### src/rtl/mem_write_sequencer_if.sv
// mem_write_sequencer_if: data-in handshake from the dff stage and destination memory write bus
interface mem_write_sequencer_if #(
    parameter int DATA_W = 8,
    parameter int ADDR_W = 4
);
    logic [DATA_W-1:0] DOut2;
    logic              din_valid;
    logic              din_ready;
    logic              mem_busy;
    logic              wr_en;
    logic [ADDR_W-1:0] wr_addr;
    logic [DATA_W-1:0] wr_data;

    modport master (
        input  DOut2, din_valid, mem_busy,
        output din_ready, wr_en, wr_addr, wr_data
    );

    modport slave (
        output DOut2, din_valid, mem_busy,
        input  din_ready, wr_en, wr_addr, wr_data
    );
endinterface

### src/rtl/mem_write_sequencer.sv
// mem_write_sequencer: buffers words from the dff stage (2-deep FIFO) and writes them to consecutive destination addresses
module mem_write_sequencer #(
    parameter int DATA_W = 8,
    parameter int ADDR_W = 4
) (
    input  logic                  clock,
    input  logic                  reset_n,
    input  logic                  start,
    input  logic [ADDR_W-1:0]     base_addr,
    input  logic [ADDR_W:0]       word_count,
    mem_write_sequencer_if.master bus,
    output logic                  busy,
    output logic                  done,
    output logic [ADDR_W:0]       words_written
);
    typedef enum logic [1:0] {IDLE, RUN, FLUSH, DONE} state_t;

    state_t            state, state_n;
    logic [ADDR_W-1:0] base, last_addr;
    logic [ADDR_W:0]   cnt, accepted, accepted_n, written_n;
    logic [DATA_W-1:0] fifo [2];
    logic [DATA_W-1:0] last_data;
    logic [1:0]        occ;
    logic              push, pop;

    // ready looks only at registered occupancy, so a full buffer stalls even while popping
    assign bus.din_ready = state == RUN && occ < 2'd2 && accepted < cnt;
    assign push          = bus.din_valid && bus.din_ready;
    assign pop           = occ != 2'd0 && !bus.mem_busy && (state == RUN || state == FLUSH);
    assign bus.wr_en     = pop;
    assign bus.wr_data   = pop ? fifo[0] : last_data;
    assign bus.wr_addr   = pop ? base + words_written[ADDR_W-1:0] : last_addr;
    assign accepted_n    = accepted + (ADDR_W+1)'(push);
    assign written_n     = words_written + (ADDR_W+1)'(pop);
    assign busy          = state != IDLE;
    assign done          = state == DONE;

    always_comb begin
        state_n = state;
        case (state)
            IDLE:    state_n = start ? (word_count == '0 ? DONE : RUN) : IDLE;
            RUN:     state_n = written_n == cnt ? DONE : (accepted_n == cnt ? FLUSH : RUN);
            FLUSH:   state_n = written_n == cnt ? DONE : FLUSH;
            default: state_n = IDLE;
        endcase
    end

    always_ff @(posedge clock or negedge reset_n) begin
        if (!reset_n) begin
            state         <= IDLE;
            base          <= '0;
            cnt           <= '0;
            accepted      <= '0;
            words_written <= '0;
            occ           <= '0;
            fifo[0]       <= '0;
            fifo[1]       <= '0;
            last_addr     <= '0;
            last_data     <= '0;
        end else begin
            state <= state_n;
            if (state == IDLE && start) begin
                base          <= base_addr;
                cnt           <= word_count;
                accepted      <= '0;
                words_written <= '0;
            end else begin
                accepted      <= accepted_n;
                words_written <= written_n;
            end
            occ <= occ + 2'(push) - 2'(pop);
            if (pop) begin
                fifo[0]   <= fifo[1];
                last_addr <= bus.wr_addr;
                last_data <= fifo[0];
            end
            // a push lands behind the head unless the head is being drained in the same cycle
            if (push && occ == 2'd1 && !pop)
                fifo[1] <= bus.DOut2;
            else if (push)
                fifo[0] <= bus.DOut2;
        end
    end
endmodule

### src/flat_wrapper.sv
// flat-port wrapper written by rule: the top's interface ports become plain ports
module mem_write_sequencer_flat 
#(
    parameter int DATA_W = 8,
    parameter int ADDR_W = 4
)
  (clock, reset_n, start, base_addr, word_count, busy, done, words_written, bus_DOut2, bus_din_valid, bus_mem_busy, bus_din_ready, bus_wr_en, bus_wr_addr, bus_wr_data);
  mem_write_sequencer_if #(.DATA_W(DATA_W), .ADDR_W(ADDR_W)) bus_i ();
  input  logic clock;
  input  logic reset_n;
  input  logic start;
  input  logic [ADDR_W-1:0] base_addr;
  input  logic [ADDR_W:0] word_count;
  output logic busy;
  output logic done;
  output logic [ADDR_W:0] words_written;
  input wire logic [$bits(bus_i.DOut2)-1:0] bus_DOut2;
  input wire logic [$bits(bus_i.din_valid)-1:0] bus_din_valid;
  input wire logic [$bits(bus_i.mem_busy)-1:0] bus_mem_busy;
  output wire logic [$bits(bus_i.din_ready)-1:0] bus_din_ready;
  output wire logic [$bits(bus_i.wr_en)-1:0] bus_wr_en;
  output wire logic [$bits(bus_i.wr_addr)-1:0] bus_wr_addr;
  output wire logic [$bits(bus_i.wr_data)-1:0] bus_wr_data;
  assign bus_i.DOut2 = bus_DOut2;
  assign bus_i.din_valid = bus_din_valid;
  assign bus_i.mem_busy = bus_mem_busy;
  assign bus_din_ready = bus_i.din_ready;
  assign bus_wr_en = bus_i.wr_en;
  assign bus_wr_addr = bus_i.wr_addr;
  assign bus_wr_data = bus_i.wr_data;
  mem_write_sequencer #(.DATA_W(DATA_W), .ADDR_W(ADDR_W)) u_core (.clock(clock), .reset_n(reset_n), .start(start), .base_addr(base_addr), .word_count(word_count), .bus(bus_i), .busy(busy), .done(done), .words_written(words_written));
endmodule
### config.mk
export PLATFORM = sky130hd
export DESIGN_NAME = mem_write_sequencer_flat
export DESIGN_NICKNAME = d
export VERILOG_FILES = /design/src/rtl/mem_write_sequencer_if.sv /design/src/rtl/mem_write_sequencer.sv /design/src/flat_wrapper.sv
export SDC_FILE = /design/constraint.sdc
export NUM_CORES = 1
export LEC_CHECK = 0
export CAP_MARGIN = 20
export CORE_ASPECT_RATIO = 1.1
export CORE_MARGIN = 3
export CORE_UTILIZATION = 41
export DETAILED_ROUTE_END_ITERATION = 10
export HOLD_SLACK_MARGIN = 0.03
export PLACE_DENSITY = 0.72
export SYNTH_ARGS = -nofsm -noshare
export SYNTH_HDL_FRONTEND = slang
export SYNTH_SLANG_ARGS = --single-unit
### constraint.sdc
create_clock -name clock -period 2.9 [get_ports clock]
set_input_delay 0.58 -clock clock [delete_from_list [all_inputs] [get_ports clock]]
set_output_delay 0.58 -clock clock [all_outputs]
set_load 0.05 [all_outputs]
# After elaboration in Yosys (flattened, before gate mapping)
# Cells that the tools add are included.
# totals
ff_bits,51
word_cells,51
# classes
addsub,5
order_cmp,2
n_eq_ne,6
mux,13
reduce_logical,15
# op_table
cell,count
$mux 8,4
$add 5x1->5,2
$eq 5x5->1,2
$mux 5,2
$logic_and 1x1->1,8
$mux 2,4
$pmux 2 s3,1
$logic_not 5->1,1
$lt 5x5->1,1
$add 4x4->4,1
$eq 2x1->1 const B,2
$eq 2x2->1 const B,2
$mux 4,1
$reduce_bool 2->1,2
$add 2x1->2,1
$logic_not 1->1,2
$logic_not 2->1,1
$lt 2x2->1 const B,1
$sub 2x1->2,1
$logic_or 1x1->1,1
$mux 1,1

# Logic depth before layout (Yosys ltp)
# logic_depth
depth_word,9
depth_mapped,13
ltp_nobuf,13

# Least setup slack after synthesis
# OpenSTA, ideal clock, no wires.
# synth_timing
path_kind,register to register
from,reg u_core.state[0]
to,reg u_core.state[0]
setup_time_ps,96
arrival_time_ps,3234
path_slack_ps,-430
stages_incl_launch_ff,14
path_buffers,1
period_less_slack_ps,3330
path_cell_list,dfrtp_1 inv_1 ha_1 and2b_2 o21ai_2 clkinv_1 clkbuf_1 ha_1 ha_1 xnor2_2 xnor2_1 nor4_2 nor3_1 nor4_2
# synth_lines
element,line_no,text
start: declaration,mem_write_sequencer.sv:18,"state_t state, state_n;"
start signal: assignment,mem_write_sequencer.sv:61,state <= state_n;
$eq 2x1->1 / $eq 2x2->1 (equally long branches),mem_write_sequencer.sv:29,assign pop = occ != 2'd0 && !bus.mem_busy && (state == RUN || state == FLUSH);
$logic_or 1x1->1 *,mem_write_sequencer.sv:29,
$logic_and 1x1->1 *,mem_write_sequencer.sv:29,
via bus_wr_en,flat_wrapper.sv:21,output wire logic [$bits(bus_i.wr_en)-1:0] bus_wr_en;
$add 5x1->5 *,mem_write_sequencer.sv:34,assign written_n = words_written + (ADDR_W+1)'(pop);
$eq 5x5->1 *,"mem_write_sequencer.sv:42, mem_write_sequencer.sv:43",
$mux 1 / $mux 2 (equally long branches),"mem_write_sequencer.sv:43, mem_write_sequencer.sv:42",
$pmux 2 s3 *,mem_write_sequencer.sv:40,case (state)
via u_core.state_n[0],mem_write_sequencer.sv:18,
# Mark *: on every way through the listed nets, which the timed path passes. The rest lies on a longest branch.
# A chain may end at the register's enable or synchronous reset.

# Worst setup path in the final report
# layout_timing
from,reg u_core.cnt[4]
to,reg u_core.state[1]
# layout_via
elab_chain_len,8
# layout_lines
element,line_no,text
start: declaration,mem_write_sequencer.sv:20,"logic [ADDR_W:0] cnt, accepted, accepted_n, written_n;"
start signal: assignment,mem_write_sequencer.sv:64,cnt <= word_count;
$lt 5x5->1,mem_write_sequencer.sv:27,assign bus.din_ready = state == RUN && occ < 2'd2 && accepted < cnt;
$logic_and 1x1->1,mem_write_sequencer.sv:27,
$logic_and 1x1->1,mem_write_sequencer.sv:28,assign push = bus.din_valid && bus.din_ready;
$add 5x1->5,mem_write_sequencer.sv:33,assign accepted_n = accepted + (ADDR_W+1)'(push);
$eq 5x5->1,mem_write_sequencer.sv:42,RUN: state_n = written_n == cnt ? DONE : (accepted_n == cnt ? FLUSH : RUN);
$mux 2,mem_write_sequencer.sv:42,
$mux 2 *,mem_write_sequencer.sv:42,
$pmux 2 s3 *,mem_write_sequencer.sv:40,
via u_core.state_n[1],mem_write_sequencer.sv:18,
# Marked as above.

==> reports/summary.txt <==
Status - finished clean
Initial Util - 43.2%
Post-Route WL - 5.53 mm
Die area - 7620 sq um
Met2 wire len - 2.77 mm
H-Tree Depth - 2
Die width - 83.5 um
Drt drc - 0
Met3 Wirelength - 144 um
M1 wire length - 2.55 mm
CP endpoint kind - register
Fmax - 0.361 GHz
Power Dens Cells - 1100 nW/um^2
Combinational group share of total power - 58.7%
Most common cell in the synthesized netlist - nand2_1
GRT Util Overall - 15.3%
Final Util - 54.3%
Mapped Nets - 298
Storage element area - 1280 sq um
Layout cells sized above 1 - 21.7%
Total grt overflow - 0
Layout fillers - 562
Sequential area share after synthesis - 47.1%
Layout Area Growth over Synthesis - 25.7%
Per-cell routed wire length - 14.1 um
Die Y - 91.2 um
Num CTS Buffers - 5
CP Data Required Time - 3.12 ns
Core footprint - 6270 sq um
Clock tree buffer depth - 2
Antenna violations before repair - 0
Final Hold Slack - 0.199 ns
Setup Viol. Count Final - 0
DP Cell Count - 381
CTS tree - built
Layout net count - 353
I/O pin total - 43
Crit Path Max Fanout - 3
DRT iter0 DRCs - 112
Num Clock Sinks - 51
Post-synth ARST share - 100%
Power Internal - 2.08 mW
Post-route minimum period - 2.77 ns
Worst skew pair latency - 0.30 ns
Main synth FF type - dfrtp_1
Leakage power - 1.73 nW
Flop pwr share - 30.8%
Worst-path clk slew - 0.09 ns
RD Place Congestion - 0.777
Final ANT Viol Nets - 0
DP Wirelength - 3.97 mm
Slew Limit Fails - 0
Number of synthesis warnings - 0
Pre-antenna DRT Iters - 4
Post-synthesis area per instance - 10.5 sq um
Num rows - 30
Pre-CTS setup slack - -0.167 ns
Max VDD drop - 0.000635 V
Antenna cells - 0
Post-DR vias/cell - 4.83
Largest cells by area after synthesis - dfrtp_1 (47%), nand2_1 (10%), mux2_4 (8.9%), ha_1 (7.9%), xnor2_1 (4.5%)
Vias in the first global route - 1,955
Synth top area share - 47.1%
Number of standard cells in the final layout excluding fillers - 393
Multi-input logic area - 1380 sq um
Clock power frac - 10.5%
Worst Setup Start Kind - register
PortBufs - 42
Wire length of the first global-routing pass - 9.34 mm
Vias - 1,899
Max-capacitance violation count - 0
Synth cell count leaders - nand2_1 (75), dfrtp_1 (51), ha_1 (17), mux2_4 (16), xnor2_1 (14)
Hold WC Path Type - in -> async
Sw Pwr - 1.68 mW
WS Path Type - reg -> reg
Fin crit share - 95.5%
Post-synthesis cell area - 2710 sq um
Largest net degree at the start of global routing - 35
Synth cell types - 35
CTS root buf - clkbuf_8
Switching share of power - 44.7%
Synth Register Bits - 51
Final Worst Setup Slack - 0.129 ns
Clock Skew - 0.00292 ns
Count of final hold-check violations - 0
Critical Path AT - 2.99 ns
Top layer in use - met4
Actual slew at the worst max-slew pin - 0.498 ns
Relative slew slack - 66.7%
Post-synth EDFFs - 0
Largest area contributor in the netlist - dfrtp_1
Gate count after technology mapping - 258
## sequential cells by signal, indices dropped and copies added, names as in the netlist
register,cells
u_core.accepted,5
u_core.base,4
u_core.cnt,5
u_core.fifo,16
u_core.last_addr,4
u_core.last_data,8
u_core.occ,2
u_core.state,2
u_core.words_written,5
## cell families (layout without fill, tap and decap cells)
| group | Yosys count | after routing | share of synthesized area (%) |
|---|---|---|---|
| xor+xnor | 24 | 24 | 8.55 |
| flops | 51 | 51 | 47.1 |
| buf+inv | 20 | 75 | 2.82 |
| compound gates | 21 | 21 | 6.52 |
| fa+ha+maj | 18 | 18 | 8.60 |
| mux | 16 | 16 | 8.87 |
| simple gates | 108 | 108 | 17.5 |
## layer usage
metal | GRT usage, % | up-vias
met4 | 4.83 | 0
met5 | 0 | -
met1 | 20.4 | 919
met3 | 2.90 | 5
met2 | 25.3 | 28
li1 | - | 947
## cell type report
class | instances | area share, %
clock buffer | 5 | 2.02
clock inverter | 2 | 0.404
inverter | 14 | 1.58
multi-input combinational | 187 | 40.6
sequential | 51 | 37.5
tap | 80 | 2.94
timing repair buffer | 54 | 14.9
## layout by cell type, fill, tap and decap left out, types with 6 or more instances in the layout
cell type	count
xnor2_1	13
inv_1	12
o21ai_0	8
dfrtp_1	51
xor2_1	8
nand2_1	75
buf_4	23
clkdlybuf4s50_1	27
mux2_4	16
ha_1	15
nor3_1	6
nor2_1	9
## critical path: stages, from the launching register on
cell	delay, ns
dfrtp_1	0.42
inv_1	0.07
ha_1	0.32
a2111oi_4	0.37
o21a_1	0.20
and2_4	0.15
ha_2	0.17
ha_1	0.20
xnor2_1	0.18
xnor2_1	0.15
nand4_1	0.12
nor3b_1	0.15
nor3_1	0.18
## what timing repair did
action,CTS,global route
endpoints found under the setup margin,0,2
gates resized for setup,0,6
setup buffers,0,5
hold buffers,0,0
## final timing paths
| path | startpoint | endpoint | slack, ns | cells past startpoint |
|---|---|---|---|---|
| max | u_core.cnt[4]$_DFFE_PN0P_ | u_core.state[1]$_DFF_PN0_ | 0.13 | 12 |
| min | reset_n | u_core.accepted[4]$_DFF_PN0_ | 0.20 | 1 |
| max reg2reg | u_core.cnt[4]$_DFFE_PN0P_ | u_core.state[1]$_DFF_PN0_ | 0.13 | 12 |
| min reg2reg | u_core.last_addr[0]$_DFFE_PN0P_ | u_core.last_addr[0]$_DFFE_PN0P_ | 0.48 | 2 |
| max in group asynchronous | reset_n | u_core.fifo[15]$_DFF_PN0_ | 1.92 | 2 |
| min in group clock | u_core.last_addr[0]$_DFFE_PN0P_ | u_core.last_addr[0]$_DFFE_PN0P_ | 0.48 | 2 |
## stage by stage
stage | total power [mW] | TNS [ns] | area [sq um]
global placement | 3.26 | -0.0513 | 3260
CTS | 3.71 | 0 | 3340
global route | 4.03 | -0.0718 | 3400
detailed placement | 3.30 | -0.238 | 3260
finish | 3.76 | 0 | 3400
floorplan | 2.67 | -0.0696 | 2710
## power by group through the flow
| stage | Combinational [mW] | Sequential (mW) | Clock, mW |
|---|---|---|---|
| after floorplan | 1.52 | 1.15 | 0 |
| after global placement | 2.10 | 1.16 | 0 |
| after detailed placement | 2.13 | 1.17 | 0 |
| after CTS | 2.14 | 1.16 | 0.413 |
| after global routing | 2.40 | 1.19 | 0.442 |
| final | 2.21 | 1.16 | 0.395 |
(Power assumes the default switching activity.)
